**src/rtl/flex_cnt_pkg.sv**
```systemverilog
// Shared types and constants for the flex up/down counter.
// Exports cnt_dir_t (count direction) and CNT_RESET_VAL.
package flex_cnt_pkg;

  typedef enum logic {
    CNT_UP   = 1'b0,
    CNT_DOWN = 1'b1
  } cnt_dir_t;

  localparam int CNT_RESET_VAL = 0;

endpackage

```
**src/rtl/flex_updown_counter_if.sv**
```systemverilog
// Control/status bundle of the flex up/down counter.
// master drives clear/load/enable/direction/values; slave returns count and flags.
interface flex_updown_counter_if #(
  parameter int W = 4
);

  logic         clear;
  logic         load;
  logic         count_enable;
  logic         count_down;
  logic [W-1:0] load_val;
  logic [W-1:0] rollover_val;
  logic [W-1:0] count_out;
  logic         rollover_flag;
  logic         wrap_pulse;

  modport master (
    output clear,
    output load,
    output count_enable,
    output count_down,
    output load_val,
    output rollover_val,
    input  count_out,
    input  rollover_flag,
    input  wrap_pulse
  );

  modport slave (
    input  clear,
    input  load,
    input  count_enable,
    input  count_down,
    input  load_val,
    input  rollover_val,
    output count_out,
    output rollover_flag,
    output wrap_pulse
  );

endinterface

```
**src/rtl/flex_prescaler.sv**
```systemverilog
// Divide-by-DIV enable prescaler: tick_o pulses on every DIV-th enabled cycle.
// Ports: clk, n_rst (async low), clr_i (sync zero), en_i (count), tick_o.
module flex_prescaler #(
  parameter int DIV = 4
) (
  input  logic clk,
  input  logic n_rst,
  input  logic clr_i,
  input  logic en_i,
  output logic tick_o
);

  localparam int W = (DIV > 1) ? $clog2(DIV) : 1;
  localparam logic [W-1:0] LAST = W'(DIV - 1);

  logic [W-1:0] pre_q;
  logic [W-1:0] pre_d;
  logic         last;

  assign last   = (pre_q == LAST);
  assign tick_o = en_i & last;

  always_comb begin
    pre_d = pre_q;
    if (clr_i) begin
      pre_d = '0;
    end else if (en_i) begin
      pre_d = last ? '0 : pre_q + W'(1);
    end
  end

  always_ff @(posedge clk or negedge n_rst) begin
    if (!n_rst) pre_q <= '0;
    else        pre_q <= pre_d;
  end

endmodule

```
**src/rtl/flex_updown_counter.sv**
```systemverilog
// Up/down counter over 1..rollover_val with sync clear/load and wrap pulse.
// Ports: clk, n_rst (async low), bus (slave). Macro FLEX_CNT_PRESCALE_EN adds prescaler.
module flex_updown_counter
  import flex_cnt_pkg::*;
#(
  parameter int NUM_CNT_BITS = 4,
  parameter int PRESCALE_DIV = 4
) (
  input  logic                  clk,
  input  logic                  n_rst,
  flex_updown_counter_if.slave  bus
);

  localparam int N = NUM_CNT_BITS;
  localparam logic [N-1:0] ZERO = N'(CNT_RESET_VAL);
  localparam logic [N-1:0] ONE  = N'(1);

  if (NUM_CNT_BITS < 2) begin : g_bad_width
    $error("NUM_CNT_BITS must be >= 2");
  end
  if (PRESCALE_DIV < 1) begin : g_bad_div
    $error("PRESCALE_DIV must be >= 1");
  end

  logic [N-1:0] cnt_q, cnt_d;
  logic         flag_q, flag_d;
  logic         wrap_q, wrap_d;
  logic         tick;
  logic         adv;
  logic         rv_zero;
  cnt_dir_t     dir;

`ifdef FLEX_CNT_PRESCALE_EN
  flex_prescaler #(
    .DIV (PRESCALE_DIV)
  ) u_pre (
    .clk    (clk),
    .n_rst  (n_rst),
    .clr_i  (bus.clear | bus.load),
    .en_i   (bus.count_enable),
    .tick_o (tick)
  );
`else
  assign tick = 1'b1;
`endif

  assign dir     = cnt_dir_t'(bus.count_down);
  assign adv     = bus.count_enable & tick;
  assign rv_zero = (bus.rollover_val == ZERO);

  always_comb begin
    cnt_d  = cnt_q;
    wrap_d = 1'b0;
    if (bus.clear) begin
      cnt_d = ZERO;
    end else if (bus.load) begin
      cnt_d = bus.load_val;
    end else if (adv) begin
      // A zero range pins the count at zero and never wraps.
      if (rv_zero) begin
        cnt_d = ZERO;
      end else if (dir == CNT_UP) begin
        if (cnt_q >= bus.rollover_val) begin
          cnt_d  = ONE;
          wrap_d = 1'b1;
        end else begin
          cnt_d = cnt_q + ONE;
        end
      end else begin
        if (cnt_q <= ONE) begin
          cnt_d  = bus.rollover_val;
          wrap_d = 1'b1;
        end else begin
          cnt_d = cnt_q - ONE;
        end
      end
    end
  end

  always_comb begin
    flag_d = 1'b0;
    if (!bus.clear) begin
      unique case (dir)
        CNT_UP:   flag_d = (cnt_d == bus.rollover_val);
        CNT_DOWN: flag_d = (cnt_d == ONE);
        default:  flag_d = 1'b0;
      endcase
    end
  end

  always_ff @(posedge clk or negedge n_rst) begin
    if (!n_rst) begin
      cnt_q  <= ZERO;
      flag_q <= 1'b0;
      wrap_q <= 1'b0;
    end else begin
      cnt_q  <= cnt_d;
      flag_q <= flag_d;
      wrap_q <= wrap_d;
    end
  end

  assign bus.count_out     = cnt_q;
  assign bus.rollover_flag = flag_q;
  assign bus.wrap_pulse    = wrap_q;

endmodule

```
**src/flat_wrapper.sv**
```systemverilog
// flat-port wrapper written by rule: the top's interface ports become plain ports
module flex_updown_counter_flat import flex_cnt_pkg::*;
#(
  parameter int NUM_CNT_BITS = 4,
  parameter int PRESCALE_DIV = 4
)
  (clk, n_rst, bus_clear, bus_load, bus_count_enable, bus_count_down, bus_load_val, bus_rollover_val, bus_count_out, bus_rollover_flag, bus_wrap_pulse);
  flex_updown_counter_if #(.W((4))) bus_i ();
  input  logic clk;
  input  logic n_rst;
  input wire logic [$bits(bus_i.clear)-1:0] bus_clear;
  input wire logic [$bits(bus_i.load)-1:0] bus_load;
  input wire logic [$bits(bus_i.count_enable)-1:0] bus_count_enable;
  input wire logic [$bits(bus_i.count_down)-1:0] bus_count_down;
  input wire logic [$bits(bus_i.load_val)-1:0] bus_load_val;
  input wire logic [$bits(bus_i.rollover_val)-1:0] bus_rollover_val;
  output wire logic [$bits(bus_i.count_out)-1:0] bus_count_out;
  output wire logic [$bits(bus_i.rollover_flag)-1:0] bus_rollover_flag;
  output wire logic [$bits(bus_i.wrap_pulse)-1:0] bus_wrap_pulse;
  assign bus_i.clear = bus_clear;
  assign bus_i.load = bus_load;
  assign bus_i.count_enable = bus_count_enable;
  assign bus_i.count_down = bus_count_down;
  assign bus_i.load_val = bus_load_val;
  assign bus_i.rollover_val = bus_rollover_val;
  assign bus_count_out = bus_i.count_out;
  assign bus_rollover_flag = bus_i.rollover_flag;
  assign bus_wrap_pulse = bus_i.wrap_pulse;
  flex_updown_counter #(.NUM_CNT_BITS(NUM_CNT_BITS), .PRESCALE_DIV(PRESCALE_DIV)) u_core (.clk(clk), .n_rst(n_rst), .bus(bus_i));
endmodule
```
**config.mk**
```make
export PLATFORM = sky130hd
export DESIGN_NAME = flex_updown_counter_flat
export DESIGN_NICKNAME = d
export VERILOG_FILES = /design/src/rtl/flex_cnt_pkg.sv /design/src/rtl/flex_updown_counter_if.sv /design/src/rtl/flex_prescaler.sv /design/src/rtl/flex_updown_counter.sv /design/src/flat_wrapper.sv
export SDC_FILE = /design/constraint.sdc
export NUM_CORES = 1
export LEC_CHECK = 0
export CORE_UTILIZATION = 50
export DETAILED_ROUTE_END_ITERATION = 7
export PLACE_DENSITY = 0.85
export SYNTH_ARGS = -nofsm -noshare
export SYNTH_HDL_FRONTEND = slang
export SYNTH_SLANG_ARGS = --single-unit
```
**constraint.sdc**
```tcl
create_clock -name clk -period 5.3 [get_ports clk]
set_input_delay 0.795 -clock clk [delete_from_list [all_inputs] [get_ports clk]]
set_output_delay 0.795 -clock clk [all_outputs]
set_load 0.01 [all_outputs]
```
=== After elaboration in Yosys (flattened, before gate mapping) ===
Index checks and enable logic that the tools add are counted.

* $lt $le $gt $ge: 2
* Equal/unequal tests: 2
* Bitwise operators: 1
* $add $sub $neg: 2
* Reduce and logical (&&, ||, !) cells: 1
* Mux-type cells: 16

{| class="wikitable"
|+ Operator list
! cell !! count
|-
| $mux 4 || 7
|-
| $mux 1 || 8
|-
| $add 4x1->4 const B || 1
|-
| $eq 4x1->1 const B || 1
|-
| $eq 4x4->1 || 1
|-
| $ge 4x4->1 || 1
|-
| $le 4x1->1 const B || 1
|-
| $logic_not 4->1 || 1
|-
| $sub 4x1->4 const B || 1
|-
| $pmux 1 s2 || 1
|-
| $not 1->1 || 1
|}

* Register bits: 6
* Logic and storage cells: 27

=== Logic depth before layout (Yosys ltp) ===
Gate-level depths: netlist of the first run.

* Word-level depth: 10
* Gate-level depth with buffers: 9
* Mapped depth without buffers: 9

=== Worst setup path before layout of the first run ===
No wires, ideal clock.

* Path kind: input to register
* Start point: input bus_rollover_val[0]
* End point: register u_core.flag_q (netlist: u_core.bus.rollover_flag)
* Library setup time: 0.101 ns
* Slack: 2.683 ns
* Stages: 8
* Arrival time: 2.516 ns
* Path through: ha_1 > or3b_1 > o2111ai_2 > a21oi_2 > or3_4 > a221oi_4 > xor2_1 > nor4_1

* Longest elaborated chain between the ends: 10
* Elaborated cells between the ends (all ways): 13
* Those cells by class: order compare (1); eq/ne (2); mux (9); reduce/logical (1)

{| class="wikitable"
|+ RTL lines
! element !! line !! text
|-
| start, declared || flat_wrapper.sv:16 || <nowiki>input wire logic [$bits(bus_i.rollover_val)-1:0] bus_rollover_val;</nowiki>
|-
| $ge 4x4->1 || flex_updown_counter.sv:63 || <nowiki>if (cnt_q >= bus.rollover_val) begin</nowiki>
|-
| $mux 4 || flex_updown_counter.sv:63 ||
|-
| $mux 4 || flex_updown_counter.sv:62 || <nowiki>end else if (dir == CNT_UP) begin</nowiki>
|-
| $mux 4 * || flex_updown_counter.sv:60 || <nowiki>if (rv_zero) begin</nowiki>
|-
| $mux 4 * || flex_updown_counter.sv:58 || <nowiki>end else if (adv) begin</nowiki>
|-
| $mux 4 * || flex_updown_counter.sv:56 || <nowiki>end else if (bus.load) begin</nowiki>
|-
| $mux 4 * || flex_updown_counter.sv:54 || <nowiki>if (bus.clear) begin</nowiki>
|-
| net u_core.cnt_d[2] || flex_updown_counter.sv:25 || <nowiki>logic [N-1:0] cnt_q, cnt_d;</nowiki>
|-
| $eq 4x1->1 or $eq 4x4->1 (tied branches) || flex_updown_counter.sv:85, flex_updown_counter.sv:84 ||
|-
| $pmux 1 s2 * || flex_updown_counter.sv:83 || <nowiki>unique case (dir)</nowiki>
|-
| $mux 1 * || flex_updown_counter.sv:82 || <nowiki>if (!bus.clear) begin</nowiki>
|-
| net u_core.flag_d || flex_updown_counter.sv:26 || <nowiki>logic flag_q, flag_d;</nowiki>
|-
| end signal, assigned || flex_updown_counter.sv:98 || <nowiki>flag_q <= flag_d;</nowiki>
|-
| end, declared || flex_updown_counter.sv:26 ||
|}

The timed path passes the listed nets; every way through them passes the cells marked *.

=== Final worst setup path of the first run ===
Same ends and word-level chain as after synthesis.

==> results of run 1 <==
worst paths after layout:
check,startpoint,end,slack (ps),depth (start not counted)
worst max register to register,u_core.bus.count_out[0],u_core.bus.rollover_flag,2690,9
worst max-delay path,bus_rollover_val[0],u_core.bus.rollover_flag,2130,9
max in group asynchronous,n_rst,u_core.bus.rollover_flag,4290,1
min in group clk,u_core.bus.count_out[0],u_core.bus.count_out[0],830,3
worst min register to register,u_core.bus.count_out[0],u_core.bus.count_out[0],830,3
worst min-delay path,n_rst,u_core.bus.count_out[1],800,1
cell families (layout without fill, tap and decap cells):
kind of cell / count (synthesis) / count (layout) / share of synthesized area [%]
AO/OA/AOI/OAI: 33 / 33 / 34.2
XOR/XNOR: 2 / 2 / 2.37
adder cells (fa/ha/maj): 7 / 7 / 11.8
buffers and inverters: 12 / 30 / 6.26
flip-flops: 6 / 6 / 20.3
multiplexers: 1 / 1 / 1.35
AND/OR/NAND/NOR: 29 / 29 / 23.7
cell type report:
| class | count | area (um^2) |
|---|---|---|
| multi-input combinational | 72 | 543 |
| fill | 118 | 379 |
| timing repair buffer | 19 | 190 |
| sequential | 6 | 150 |
| inverter | 8 | 30.0 |
| clock buffer | 3 | 22.5 |
| tap | 15 | 18.8 |
sequential cells by signal (all words and copies together), names as in the netlist:
name / count
u_core.bus.count_out: 4
u_core.bus.rollover_flag: 1
u_core.bus.wrap_pulse: 1
layout by cell type, fill, tap and decap left out, types with 2 or more instances in the layout:
cell             count
nor2_1               3
inv_1                8
clkdlybuf4s50_1     19
a21oi_1              8
nor2b_1              5
o21ai_0              7
dfrtp_1              6
nor3_1               3
clkbuf_4             3
a32oi_1              2
a2111oi_0            2
ha_1                 7
nand3_1              2
nor4_1               2
a31oi_1              2
nand2_1              4
nand2b_1             3
o31ai_1              2
per-stage QoR:
stage          setup slack (ps)  power, W  instances
2_1_floorplan              2680  0.000101         90
3_3_place_gp               2000  0.000127        120
5_1_grt                    1980  0.000186        123
4_1_cts                    2140  0.000172        123
6_report                   2130  0.000171        123
3_5_place_dp               1900  0.000130        120
per-layer routing:
metal | part of all wire [%] | track usage, %
met1 | 42 | 32.3
met2 | 47 | 47.2
met3 | 6.8 | 11.7
met4 | 4.2 | 12.5
met5 | 0 | 0
report_power, final:
group / switching [W] / internal (W)
sequential: 0.00000514 / 0.0000490
clock: 0.0000148 / 0.0000255
combinational: 0.0000401 / 0.0000365
worst max-delay path: cells and delay by family:
family,cells,cell delay (ps)
xor+xnor,1,100
buf+inv,1,630
compound gates,3,520
fa+ha+maj,1,290
simple gates,3,970
==> impl_results.md, run 1 <==
- Gr ovfl total: 0
- Setup Buffers After CTS: 0
- Area leader, netlist: dfrtp_1
- Status: finished, final reports clean
- Max cap viols: 0
- VDD IR max: 176 uV
- Synth top area cells: dfrtp_1 (20%), ha_1 (12%), a21oi_1 (5.4%)
- Crit start category: input pin
- Slew @ Worst Pin: 617 ps
- Initial antenna violation count: 0
- # IOs: 20
- Crit. End Element: register
- # diodes: 0
- Placement Cell Area: 932 um^2
- Starting DRT DRC Count: 24
- Worst hold slack: 797 ps
- Max-slew violation count: 0
- Mean Syn Cell Area: 8.22 um^2
- Fin crit share: 59.9%
- Final period demand of the worst path: 3170 ps
- CTS root buf: clkbuf_4
- CP max stage delay: 630 ps
- Leakage power: 0.382 nW
- TritonCTS clock tree: built
- Worst-path cell chain: clkdlybuf4s50_1 > ha_1 > or3b_1 > o2111ai_2 > a21oi_2 > or3_4 > a221oi_4 > xor2_1 > nor4_1
- Post-synthesis instance area: 739 um^2
- Post-synth EDFFs: 0
- DRC Markers: 0
- Total Routing Usage GR: 28.8%
- Worst EP required: 5440 ps
- Synth Flop Type: dfrtp_1
- Sequential area share after synthesis: 20.3%
- TritonCTS buffer count: 3
- Vias: 794
- Synth warn: 0
- CP max stage cell: clkdlybuf4s50_1
- Worst slew margin: 58.4%
- Kind of critical path: in -> reg
- Post-DRT Antenna Nets: 0
- Worst hold path class: in -> async
- Clock skew: 2.33 ps
- Final instance area: 955 um^2
- Die height: 40.5 um
- Final wirelength: 1940 um
- Via density: 6.46
- Cells after Synth: 90
- Pre-antenna DRT Iters: 4
- FF+latch count, synth: 6
- Die W: 40.5 um
- Pwr dens: 179 nW/um^2
- Clock latency on the worst-skew pair: 240 ps
- Share of cells above drive strength 1: 8.33%
- Die area: 1640 um^2
- Post-DR wirelength/cell: 15.7 um
- Core box area: 1330 um^2
- Post-CTS sizing: 0
- Arr. time, crit path: 3310 ps
- Area Overhead vs Synth: 29.1%
- Final nets: 131
- Hpwl dp: 1520 um
- Number of I/O port buffers: 19
- CTS Sinks: 6
- Vias in the first global route: 719
- Num rows: 13
- Setup violators final: 0
- Async set-reset flop share out of synthesis: 100%
- Post-Syn Nets: 111
- RSZ-0062 raised after global routing: false
- Starting density of the core: 55.4%
- Final hold vios: 0
- Gp weighted congestion: 0.982
- First-pass GRT wire length: 3160 um
- Fmax achieved: 0.315 GHz
- Number of distinct library cells after synthesis: 38
- Largest net degree at the start of global routing: 20
- Post-synth top cells: a21oi_1 (8), inv_1 (8), ha_1 (7), o21ai_0 (7), dfrtp_1 (6)
- Final core utilization: 71.6%
- H-tree Lvls: 1
- Total negative slack: 0 ps
- Top cell type's share of synthesized area: 20.3%
- Largest fanout on the critical path: 8
- Clk slew on worst S/H paths: 40 ps
- Hold_buf cts: 0
- CTS max path bufs: 2
(Power assumes the default switching activity.)
==> run 2: changes to the inputs <==
--- a/config.mk
+++ b/config.mk
@@ -5,9 +5,9 @@
 export SDC_FILE = /design/constraint.sdc
 export NUM_CORES = 1
 export LEC_CHECK = 0
-export CORE_UTILIZATION = 50
+export CORE_UTILIZATION = 47
 export DETAILED_ROUTE_END_ITERATION = 7
-export PLACE_DENSITY = 0.85
+export PLACE_DENSITY = 0.81
 export SYNTH_ARGS = -nofsm -noshare
 export SYNTH_HDL_FRONTEND = slang
 export SYNTH_SLANG_ARGS = --single-unit
==> constraint.sdc (replaced) <==
create_clock -name clk -period 3.1 [get_ports clk]
set_input_delay 0.465 -clock clk [delete_from_list [all_inputs] [get_ports clk]]
set_output_delay 0.465 -clock clk [all_outputs]
set_load 0.01 [all_outputs]
==> impl_results.md, run 2 (synthesis results as in run 1) <==
- Hpwl dp: 1440 um (-5.2%)
- Vias in the first global route: 730 (+1.5%)
- Initial antenna violation count: 0 (unchanged)
- Final instance area: 977 um^2 (+2.4%)
- First-pass GRT wire length: 3030 um (-4.1%)
- Largest fanout on the critical path: 4 (-4)
- Area Overhead vs Synth: 32.1%
- Final period demand of the worst path: 2780 ps
- Starting DRT DRC Count: 22 (-8.3%)
- Starting density of the core: 53.5% (-2.0 points)
- Final wirelength: 1770 um (-8.8%)
- Register Area: 150 um^2 (unchanged)
- Worst hold path class: in -> async
- CTS max path bufs: 2 (unchanged)
- TritonCTS clock tree: built
- Met2 Wirelength: 830 um (-8.1%)
- Hold_buf cts: 0 (unchanged)
- Max-slew violation count: 0 (unchanged)
- Setup Buffers After CTS: 0 (unchanged)
- Pwr dens: 300 nW/um^2 (+68%)
- WL met1: 829 um (+1.2%)
- Kind of critical path: in -> reg
- Leakage power: 0.396 nW (+3.8%)
- Largest net degree at the start of global routing: 15 (-25%)
- Slew @ Worst Pin: 612 ps (-5.19 ps)
- Post-CTS sizing: 0 (unchanged)
- Most frequent cells in the layout: clkdlybuf4s50_1 (19), inv_1 (8), a21oi_1 (8)
- Max cap viols: 0 (unchanged)
- Placement Cell Area: 955 um^2 (+2.4%)
- Setup violators final: 0 (unchanged)
- Die W: 41.7 um (+3.0%)
- Num rows: 13 (unchanged)
- Clk slew on worst S/H paths: 40 ps (about the same)
- Gr ovfl total: 0 (unchanged)
- Clock latency on the worst-skew pair: 240 ps (about the same)
- Met3 routed wirelength: 106 um (-19%)
- TritonCTS buffer count: 3 (unchanged)
- Pre-antenna DRT Iters: 4 (unchanged)
- Via density: 6.08 (-5.8%)
- DRC Markers: 0 (unchanged)
- Post-DRT Antenna Nets: 0 (unchanged)
- Worst EP required: 3230 ps (-2210 ps)
- Final nets: 134 (+2.3%)
- Max reg flops: 4 (unchanged)
- Final cell count without fillers: 126 (+2.4%)
- Total negative slack: 0 ps (unchanged)
- Die height: 41.7 um (+3.0%)
- Multi-input logic area: 543 um^2 (unchanged)
- Status: finished, final reports clean
- Fin crit share: 89.7%
- Clock skew: 2.39 ps (+0.0631 ps)
- CTS root buf: clkbuf_4
- Commonest non-fill, non-tap cell in the layout: clkdlybuf4s50_1
- Crit. End Element: register
- CTS Sinks: 6 (unchanged)
- Fmax achieved: 0.360 GHz
- RSZ-0062 raised after global routing: false
- Number of I/O port buffers: 19 (unchanged)
- Vias: 766 (-3.5%)
- Placed Cells: 123 (+2.5%)
- Final hold vios: 0 (unchanged)
- H-tree Lvls: 1 (unchanged)
- Number of fill cells: 117 (-0.85%)
- Top layer in use: met3
- Crit start category: input pin
- Worst slew margin: 58.8% (+0.35 points)
- # IOs: 20 (unchanged)
- # diodes: 0 (unchanged)
- Die area: 1740 um^2 (+6.1%)
- Share of cells above drive strength 1: 10.8% (+2.5 points)
- Gp weighted congestion: 0.829 (-16%)
- Post-DR wirelength/cell: 14.0 um (-11%)
- Arr. time, crit path: 2910 ps (-400 ps)
- VDD IR max: 187 uV (+6.0%)
- Core box area: 1380 um^2 (+3.7%)
- Total Routing Usage GR: 22.0% (-6.8 points)
==> run 2: cell types whose count changed in the layout (fill, tap and decap cells not counted) <==
cell	change
buf_4	+3
==> run 2: final timing paths <==
kind / startpoint / to / slack (ps) / cells past startpoint
worst max-delay path: bus_rollover_val[1] / u_core.bus.rollover_flag / 320 / 10
worst min-delay path: n_rst / u_core.bus.rollover_flag / 460 / 1
worst max register to register: u_core.bus.count_out[0] / u_core.bus.rollover_flag / 430 / 9
worst min register to register: u_core.bus.count_out[1] / u_core.bus.count_out[1] / 840 / 3
max in group asynchronous: n_rst / u_core.bus.wrap_pulse / 2440 / 1
min in group clk: u_core.bus.count_out[1] / u_core.bus.count_out[1] / 840 / 3
==> run 2: critical path, stage by stage <==
cell             delay [ps]
clkdlybuf4s50_1         540
inv_1                    80
ha_1                    210
or3b_1                  380
o2111ai_2               140
a21oi_2                  90
or3_4                   400
a221oi_4                280
xor2_1                  100
nor4_1                  210
==> run 2: area by class of cell <==
class                           instances  area share, %
Multi-Input combinational cell         72           55.6
Timing Repair Buffer                   22           21.8
Sequential cell                         6           15.4
Inverter                                8           3.07
Clock buffer                            3           2.30
Tap cell                               15           1.92
==> run 2: power breakdown <==
group / internal (W) / switching (W) / leakage, nW
logic: 0.0000664 / 0.0000660 / 0.303
registers: 0.0000838 / 0.00000919 / 0.0796
clock network: 0.0000435 / 0.0000244 / 0.0138
==> run 2: per-stage QoR <==
| stage | hold slack (ps) | setup slack (ps) | total power (W) | utilization, % |
|---|---|---|---|---|
| after floorplan | 169 | 671 | 0.000172 | - |
| after global placement | 715 | 232 | 0.000224 | 69.0 |
| after detailed placement | 714 | 104 | 0.000225 | 69.0 |
| after CTS | 458 | 353 | 0.000297 | 70.7 |
| after global routing | 464 | 176 | 0.000318 | 70.7 |
| final | 457 | 319 | 0.000293 | 70.7 |
==> run 2: layer usage <==
metal	vias to the layer above	track usage, %
met3	0	3.91
met5	-	0
met2	30	38.1
met1	350	27.9
li1	386	-
met4	0	5.81
